File: config.mk
export PLATFORM = sky130hd
export DESIGN_NAME = serial_adder
export DESIGN_NICKNAME = d
export VERILOG_FILES = /design/src/rtl/serial_adder.sv
export SDC_FILE = /design/constraint.sdc
export NUM_CORES = 1
export LEC_CHECK = 0
export ABC_AREA = 1
export CAP_MARGIN = 20
export CORE_MARGIN = 5
export CORE_UTILIZATION = 30
export DETAILED_ROUTE_END_ITERATION = 6
export HOLD_SLACK_MARGIN = 0.06
export MAX_ROUTING_LAYER = met4
export PLACE_DENSITY_LB_ADDON = 0.25
export SLEW_MARGIN = 20
export SYNTH_ARGS = -nofsm -noshare
export SYNTH_HDL_FRONTEND = slang
export SYNTH_SLANG_ARGS = --single-unit
File: constraint.sdc
create_clock -name clk -period 1.3 [get_ports clk]
set_input_delay 0.325 -clock clk [delete_from_list [all_inputs] [get_ports clk]]
set_output_delay 0.325 -clock clk [all_outputs]
set_load 0.02 [all_outputs]
File: src/rtl/serial_adder.sv
// Bit-serial adder: {cout,sum} = a + b + cin, one bit per clock, LSB first,
// through a single full-adder cell. Define SERIAL_ADDER_OVF_EN to add the ovf output.

module serial_adder_fa (
  input  logic A,
  input  logic B,
  input  logic Cin,
  output logic S,
  output logic Cout
);
  assign S    = A ^ B ^ Cin;
  assign Cout = (A & B) | (Cin & (A ^ B));
endmodule

module serial_adder #(
  parameter int WIDTH = 8
) (
  input  logic             clk,
  input  logic             rst_n,
  input  logic             start,
  input  logic [WIDTH-1:0] a,
  input  logic [WIDTH-1:0] b,
  input  logic             cin,
  output logic             busy,
  output logic             done,
  output logic [WIDTH-1:0] sum,
  output logic             cout
`ifdef SERIAL_ADDER_OVF_EN
  ,
  output logic             ovf
`endif
);
  localparam int CW = $clog2(WIDTH + 1);

  typedef enum logic [1:0] {IDLE, RUN, DONE} state_t;

  state_t           r_state, w_state_nxt;
  logic [WIDTH-1:0] r_a, r_b, r_acc, r_sum;
  logic             r_c, r_cout;
  logic [CW-1:0]    r_cnt;
  logic             w_s, w_co, w_last, w_accept;
  logic [WIDTH:0]   w_accx;
  logic [WIDTH-1:0] w_acc_nxt;

  // Operands shift right, so bit 0 always holds operand bit[cnt].
  serial_adder_fa u_fa (
    .A    (r_a[0]),
    .B    (r_b[0]),
    .Cin  (r_c),
    .S    (w_s),
    .Cout (w_co)
  );

  // New sum bit enters at the MSB; after WIDTH shifts the LSB has reached bit 0.
  assign w_accx    = {w_s, r_acc};
  assign w_acc_nxt = w_accx[WIDTH:1];

  assign w_accept = start && (r_state != RUN);
  assign w_last   = (r_state == RUN) && (r_cnt == CW'(WIDTH - 1));

  always_comb begin
    w_state_nxt = r_state;
    case (r_state)
      IDLE:    if (start) w_state_nxt = RUN;
      RUN:     if (w_last) w_state_nxt = DONE;
      DONE:    w_state_nxt = start ? RUN : IDLE;
      default: w_state_nxt = IDLE;
    endcase
  end

  always_ff @(posedge clk or negedge rst_n) begin
    if (!rst_n) r_state <= IDLE;
    else        r_state <= w_state_nxt;
  end

  always_ff @(posedge clk or negedge rst_n) begin
    if (!rst_n) begin
      r_a    <= '0;
      r_b    <= '0;
      r_acc  <= '0;
      r_c    <= 1'b0;
      r_cnt  <= '0;
      r_sum  <= '0;
      r_cout <= 1'b0;
    end else if (w_accept) begin
      r_a   <= a;
      r_b   <= b;
      r_c   <= cin;
      r_acc <= '0;
      r_cnt <= '0;
    end else if (r_state == RUN) begin
      r_a   <= r_a >> 1;
      r_b   <= r_b >> 1;
      r_c   <= w_co;
      r_acc <= w_acc_nxt;
      r_cnt <= r_cnt + CW'(1);
      if (w_last) begin
        r_sum  <= w_acc_nxt;
        r_cout <= w_co;
      end
    end
  end

`ifdef SERIAL_ADDER_OVF_EN
  // On the last bit r_c is the carry into the MSB and w_co the carry out of it.
  logic r_ovf;
  always_ff @(posedge clk or negedge rst_n) begin
    if (!rst_n)      r_ovf <= 1'b0;
    else if (w_last) r_ovf <= r_c ^ w_co;
  end
  assign ovf = r_ovf;
`endif

  assign busy = (r_state == RUN);
  assign done = (r_state == DONE);
  assign sum  = r_sum;
  assign cout = r_cout;

endmodule

# After elaboration in Yosys (flattened, before gate mapping)
# Index checks and enable logic that the tools add are counted.
word_totals:
  latchBits: 0
  word_cells: 41
  mem_bits_ro: 0
  inputBits: 20
  mem_count: 0
  ram_bits: 0
  reg_bits: 40
op_classes:
  eq_ne: 6
  reduce_logical: 6
  n_mux: 14
  bitwise: 6
  magnitude_cmp: 0
  shifts: 0
  n_div: 0
  n_addsub: 1
  n_mul: 0
op_table:
  columns: ["cell", "count"]
  rows:
  - ["two-way mux 8 bit", 6]
  - ["two-way mux 4 bit", 2]
  - ["one-hot mux 2 bit (3 select lines)", 1]
  - ["adder 4 x 1 -> 4 bit (second input constant)", 1]
  - ["equality test 4 x 3 -> 1 bit (second input constant)", 1]
  - ["two-way mux 2 bit", 2]
  - ["inequality test 2 x 1 -> 1 bit (second input constant)", 2]
  - ["two-way mux 1 bit", 3]
  - ["AND reduction 3 bit", 1]
  - ["bitwise AND 1 bit", 2]
  - ["equality test 2 x 1 -> 1 bit (second input constant)", 1]
  - ["equality test 2 bit (second input constant)", 1]
  - ["logical AND 1 bit", 2]
  - ["zero test 2 bit", 1]
  - ["inequality test 2 bit (second input constant)", 1]
  - ["AND reduction 2 bit", 1]
  - ["nonzero test 2 bit", 1]
  - ["bitwise XOR 1 bit", 2]
  - ["NOT 1 bit", 1]
  - ["bitwise OR 1 bit", 1]

# Logic depth before layout (Yosys ltp)
# Gate-level depths: netlist (run 1).
logic_depth:
  ltp_word: 5
  mapped_depth: 7

# Cells and area by module
# Synthesis (run 1) repeated with hierarchy kept, for this count alone.
unflattened:
  cells_unflattened: 180
  hier_area_um2: 1697.9
modules_own_cells:
  columns: ["module", "area_each_um2", "seq_area_each_um2", "instances", "cells_each"]
  rows:
  - ["serial_adder", 1677.9, 975.9, 1, 179]
  - ["serial_adder_fa", 20.0, 0.0, 1, 1]

# Worst setup path after synthesis (run 1)
# No wires, ideal clock.
synth_timing:
  kind: "reg-to-reg"
  startpoint: "register r_cnt[0]"
  endpoint: "register r_sum[7] (netlist: sum[7])"
  slack_ns: 0.112
  n_path_buf: 1
  stages_incl_launch_ff: 8
  arrival_ns: 1.071
  setup_ns: 0.117
  cell_sequence: "dfrtp_1 -> ha_1 -> nand2_1 -> nor2_2 -> nand2_4 -> buf_6 -> nand2_2 -> o21ai_2"
synth_between:
  elab_chain_cells: 3
synth_lines:
  columns: ["item", "line_no", "rtl"]
  rows:
  - ["start, declared", "40", "logic [CW-1:0] r_cnt;"]
  - ["start signal, assigned", "96", "r_cnt <= r_cnt + CW'(1);"]
  - ["equality test 4 x 3 -> 1 bit", "59", "assign w_last = (r_state == RUN) && (r_cnt == CW'(WIDTH - 1));"]
  - ["logical AND 1 bit", "59", null]
  - ["AND reduction 3 bit (no source line)", null, null]
  - ["end signal, assigned", "98", "r_sum <= w_acc_nxt;"]
  - ["end, declared", "38", "logic [WIDTH-1:0] r_a, r_b, r_acc, r_sum;"]
# Every way passes these cells.
# A chain may end at the register's enable or synchronous reset.

# Worst setup path after layout (run 1)
layout_timing:
  startpoint: "register r_state[1]"
  endpoint: "output done"
layout_between:
  elab_chain_cells: 1
layout_lines:
  columns: ["item", "line_no", "rtl"]
  rows:
  - ["start, declared", "37", "state_t r_state, w_state_nxt;"]
  - ["start signal, assigned", "73", "else r_state <= w_state_nxt;"]
  - ["equality test 2 bit", "115", "assign done = (r_state == DONE);"]
  - ["end, declared", "25", "output logic done,"]
# Every way passes these cells.

==> results of run 1 <==
logic make-up after synthesis:
group / after synthesis / synth area share, %
AND/OR/NAND/NOR: 96 / 25.7
AO/OA/AOI/OAI: 20 / 8.24
buffers and inverters: 24 / 6.77
flip-flops: 39 / 57.4
adder cells (fa/ha/maj): 2 / 1.91
cell usage after synthesis (all sizes together):
library cell / n
ha: 1
nand3: 31
fa: 1
o22ai: 8
nor2: 5
a21oi: 1
o21ai: 11
nand2: 59
nand4: 1
dfrtp: 39
inv: 17
buf: 6
clkbuf: 1
cell type report:
cell class	instances	area share [%]
multi-input combinational	118	27.7
clock buffer	6	3.17
timing repair buffer	49	19.7
inverter	17	2.90
sequential	39	42.6
tap	72	3.94
routing by layer:
layer | GRT usage [%] | wire length, µm
met3 | 3.20 | 260
met1 | 14.3 | 1740
met2 | 16.4 | 1570
met4 | 3.02 | 35
met5 | - | 0
registers in the layout, indices dropped and copies added, names as in the netlist:
| name | cells |
|---|---|
| r_a | 8 |
| r_b | 8 |
| sum | 8 |
| r_acc | 7 |
| r_cnt | 4 |
| r_state | 2 |
| cout | 1 |
| r_c | 1 |
worst max-delay path, stage by stage, from the launching register on:
cell	delay, ns
dfrtp_1	0.41
inv_2	0.07
nor2_2	0.14
buf_6	0.13
per-stage QoR:
step | worst slack, ns | total power, µW
finish | -0.0481 | 5060
global placement | -0.221 | 4120
CTS | -0.0568 | 4870
global route | -0.109 | 5510
floorplan | 0.112 | 3380
detailed placement | -0.227 | 4150
final timing paths:
check,from,endpoint,slack (ns),cells after the start
max,r_state[1],done,-0.05,3
min,r_b[7],r_b[7],0.47,2
max in group asynchronous,rst_n,r_a[2],0.57,3
min reg2reg,r_b[7],r_b[7],0.47,2
max reg2reg,r_state[1],r_b[5],0,7
min in group asynchronous,rst_n,sum[2],0.54,3
timing repair:
item | in CTS | in global routing
pin swaps | 1 | 0
hold buffers | 1 | 0
gates cloned | 0 | 1
hold endpoints to repair | 39 | 0
setup buffers | 0 | 5
resized for setup | 32 | 18
setup endpoints to repair | 26 | 34
power groups by stage:
stage / logic (µW) / clock network [µW] / registers [µW]
CTS: 2130 / 767 / 1980
floorplan: 1250 / 0 / 2130
global placement: 2130 / 0 / 1980
detailed placement: 2160 / 0 / 1990
global route: 2630 / 825 / 2050
finish: 2340 / 733 / 1980
==> metrics.txt, run 1 <==
Critical Path Fanout Max 2; die area 7270 µm²; unrepaired setup endpoints after global routing yes; top-area cell type share of the netlist area 57.4%; largest net degree at the start of global routing 40; DIE HEIGHT 85.3 µm; final WL 3610 µm; clock latency on the worst-skew pair 0.28 ns; highest clock rate 0.742 GHz; proportion of layout cells with a drive suffix above 1 24.5%; first drt pass iteration count 4; clock sink count 39; static leakage 0.00112 µW; number of synthesized register bits 39; CTS Root Cell clkbuf_8; row count 27; post-route cell area 2290 µm²; I/O pins 31; outcome finished with violations; first-pass GRT wire length 6260 µm; most common cell after layout, fill and taps aside nand2_1; largest area contributor in the netlist dfrtp_1; Worst EP arrival 1.02 ns; Tcrit/Tclk final 104%; top post-synthesis cells by area dfrtp_1 57%, nand2_1 12%, nand3_1 9.1%; sequential element share of the synthesized area 57.4%; crit path time final 1.35 ns; internal power 3130 µW; Port-buffer cells 30; Avg Cell Area, Syn 9.39 µm²; Syn Std Cell Area 1700 µm²; startpoint types flip-flop; core box area 5510 µm²; DR iter-0 viols 53; Layout Cells excl Fill 301; GP Congestion 0.779; Syn Inst Count 181; Syn. warnings 0; ANT nets after route 0; clock power share 14.5%; placed inst area 2140 µm²; setup violators final 3; failing checks negative setup slack; Reg power frac 39.1%; placed insts 288; Syn Nets 203; DR vias 1380; commonest cells after routing, fill and taps aside 52 x nand2_1, 39 x dfrtp_1, 31 x nand3_1; fill count 560; Die X 85.3 µm; wire per inst 12.0 µm; Worst EP required 0.98 ns; area of the multi-input gates 633 µm²; post-route core utilization 41.6%; vias per inst 4.58; Initial Util 30.9%; GR Util All Layers 10.9%; vias in the first global route 1368; Setup TNS Final -0.0872 ns; Comb power frac 46.4%; Worst-Margin Slew 0.217 ns; final hold violations 0; max-cap violations 0; Worst-path clk slew 0.07 ns; relative slew slack 85.5%; Setup Skew 0.00382 ns; Min-Delay Path Class flip-flop to flip-flop; Remaining Overflow, GRT 0; Max VDD drop 0.813 mV; Num CTS Buffers 5; drt drc 0; NumNets Final 252; initial antenna violation count 0; critical path type flip-flop to output pin; diode count 0; Synth cell types 22; P&R area growth vs syn 34.6%; sw frac 38.2%; pwr/cell area 2210 nW/µm²; Final Max Tran Viols 0; CP endpoint kind output pin; H-tree levels 2; Clock Tree Buf Depth 2; hpwl dp 2380 µm; TritonCTS clock tree built; hold slack 0.471 ns; FF+latch area 976 µm²; Psw 1930 µW; setup ws final -0.0481 ns
(Power assumes the default switching activity.)
==> run 2: changes to the inputs <==
--- a/config.mk
+++ b/config.mk
@@ -7,7 +7,6 @@
 export LEC_CHECK = 0
 export ABC_AREA = 1
 export CAP_MARGIN = 20
-export CORE_MARGIN = 5
 export CORE_UTILIZATION = 30
 export DETAILED_ROUTE_END_ITERATION = 6
 export HOLD_SLACK_MARGIN = 0.06
==> metrics.txt, run 2 (synthesis gave the netlist of run 1 again) <==
highest clock rate 0.752 GHz (+1.4%); crit-path max cell delay 0.39 ns (-0.02 ns); met2 WL post-DR 1590 µm (+1.3%); hold slack 0.478 ns (+0.00648 ns); diode count 0 (unchanged); NumNets Final 246 (-2.4%); ANT nets after route 0 (unchanged); Setup TNS Final -0.0581 ns (+0.0292 ns); setup ws final -0.0297 ns (+0.0183 ns); Worst-path clk slew 0.07 ns (about the same); Initial Util 31.1% (+0.19 points); hpwl dp 2310 µm (-3.0%); I/O pins 31 (unchanged); vias in the first global route 1296 (-5.3%); drt drc 0 (unchanged); Tcrit/Tclk final 102% (-1.4 points); Max VDD drop 0.733 mV (-9.9%); proportion of layout cells with a drive suffix above 1 21.3% (-3.1 points); CP endpoint kind output pin; row count 27 (unchanged); met3 WL post-DR 169 µm (-35%); GP Congestion 0.754 (-3.2%); Port-buffer cells 30 (unchanged); setup violators final 2 (-1); initial antenna violation count 0 (unchanged); Setup Skew 0.00387 ns (+0.0000484 ns); H-tree levels 2 (unchanged); Worst EP required 0.98 ns (about the same); placed inst area 2150 µm² (+0.82%); critical path type flip-flop to output pin; DIE HEIGHT 77.3 µm (-9.4%); relative slew slack 85.8% (+0.31 points); Remaining Overflow, GRT 0 (unchanged); fill count 561 (+0.18%); unrepaired setup endpoints after global routing yes; core box area 5470 µm² (-0.61%); post-route cell area 2280 µm² (-0.22%); clock sink count 39 (unchanged); pwr/cell area 2210 nW/µm² (-0.18%); Final Max Tran Viols 0 (unchanged); CTS Root Cell clkbuf_8; DR vias 1365 (-1.1%); Die X 77.3 µm (-9.4%); largest net degree at the start of global routing 40 (unchanged); DR iter-0 viols 46 (-13%); Worst EP arrival 1.00 ns (-0.02 ns); first-pass GRT wire length 6100 µm (-2.5%); Post-CTS Setup Repair Bufs 0 (unchanged); post-route core utilization 41.7% (+0.17 points); clock latency on the worst-skew pair 0.29 ns (about the same); vias per inst 4.60 (+0.25%); critical path cell sequence inv_1, nor2_2, buf_6; crit path time final 1.33 ns (-0.0183 ns); worst path bufs/invs 2 (unchanged); static leakage 0.00111 µW (-0.87%); first drt pass iteration count 4 (unchanged); GR Util All Layers 13.6% (+2.7 points); Post-Place Worst Slack -0.314 ns (-0.0868 ns); final WL 3590 µm (-0.58%); Worst path slowest cell dfrtp_1; Worst-Margin Slew 0.212 ns (-0.00467 ns); most common cell after layout, fill and taps aside nand2_1; startpoint types flip-flop; die area 5970 µm² (-18%); post-route met1 wirelength 1770 µm (+1.3%); P&R area growth vs syn 34.3%; wire per inst 12.1 µm (+0.76%); Critical Path Fanout Max 2 (unchanged); max-cap violations 0 (unchanged); CP top delay family flip-flops; Num CTS Buffers 5 (unchanged); Clock Tree Buf Depth 2 (unchanged); outcome finished with violations; Min-Delay Path Class flip-flop to flip-flop; failing checks negative setup slack; final hold violations 0 (unchanged); TritonCTS clock tree built; commonest cells after routing, fill and taps aside 55 x nand2_1, 39 x dfrtp_1, 31 x nand3_1; max layer used met4
run 2: power by group:
| part | internal (µW) | leakage (µW) | switching (µW) | total, µW |
|---|---|---|---|---|
| registers | 1720 | 0.000500 | 264 | 1980 |
| clock network | 484 | 0.0000515 | 405 | 889 |
| logic | 892 | 0.000554 | 1270 | 2170 |
run 2: cell type report:
class,count,area [µm²],share of cell area [%]
flip-flops and latches,39,976,42.7
multi-input cells,119,644,28.2
repair buffers,42,407,17.8
clock buffers,8,100,4.38
well taps,72,90.1,3.95
inverters,17,66.3,2.90
run 2: what timing repair did:
item                       4_1_cts  5_1_grt
setup endpoints to repair       28       35
resized for setup               32       15
pin swaps                        1        2
hold endpoints to repair        39        0
cloned                           0        1
hold buffers                     1        0
run 2: worst paths after layout:
path                            startpoint  endpoint  slack (ns)  depth (start not counted)
min in group asynchronous            rst_n    sum[2]        0.53                          3
max in group asynchronous            rst_n    sum[7]        0.58                          3
worst min register to register      r_a[7]    r_a[7]        0.48                          2
worst min-delay path                r_a[7]    r_a[7]        0.48                          2
worst max register to register         r_c  r_acc[7]        0.07                          3
worst max-delay path            r_state[1]      done       -0.03                          3
run 2: worst min-delay path: stages, from the launching register on:
cell     delay (ns)
dfrtp_1        0.35
nand2_1        0.05
nand2_1        0.05
run 2: stage by stage:
step | total power, µW | std cells
floorplan | 3380 | 181
global placement | 4120 | 287
detailed placement | 4160 | 287
CTS | 5030 | 296
global route | 5450 | 297
finish | 5040 | 297
run 2: per-layer routing:
metal | global-route usage, % | up-vias
met1 | 18.8 | 645
li1 | - | 675
met4 | 6.23 | 0
met2 | 18.8 | 38
met5 | - | -
met3 | 3.21 | 7
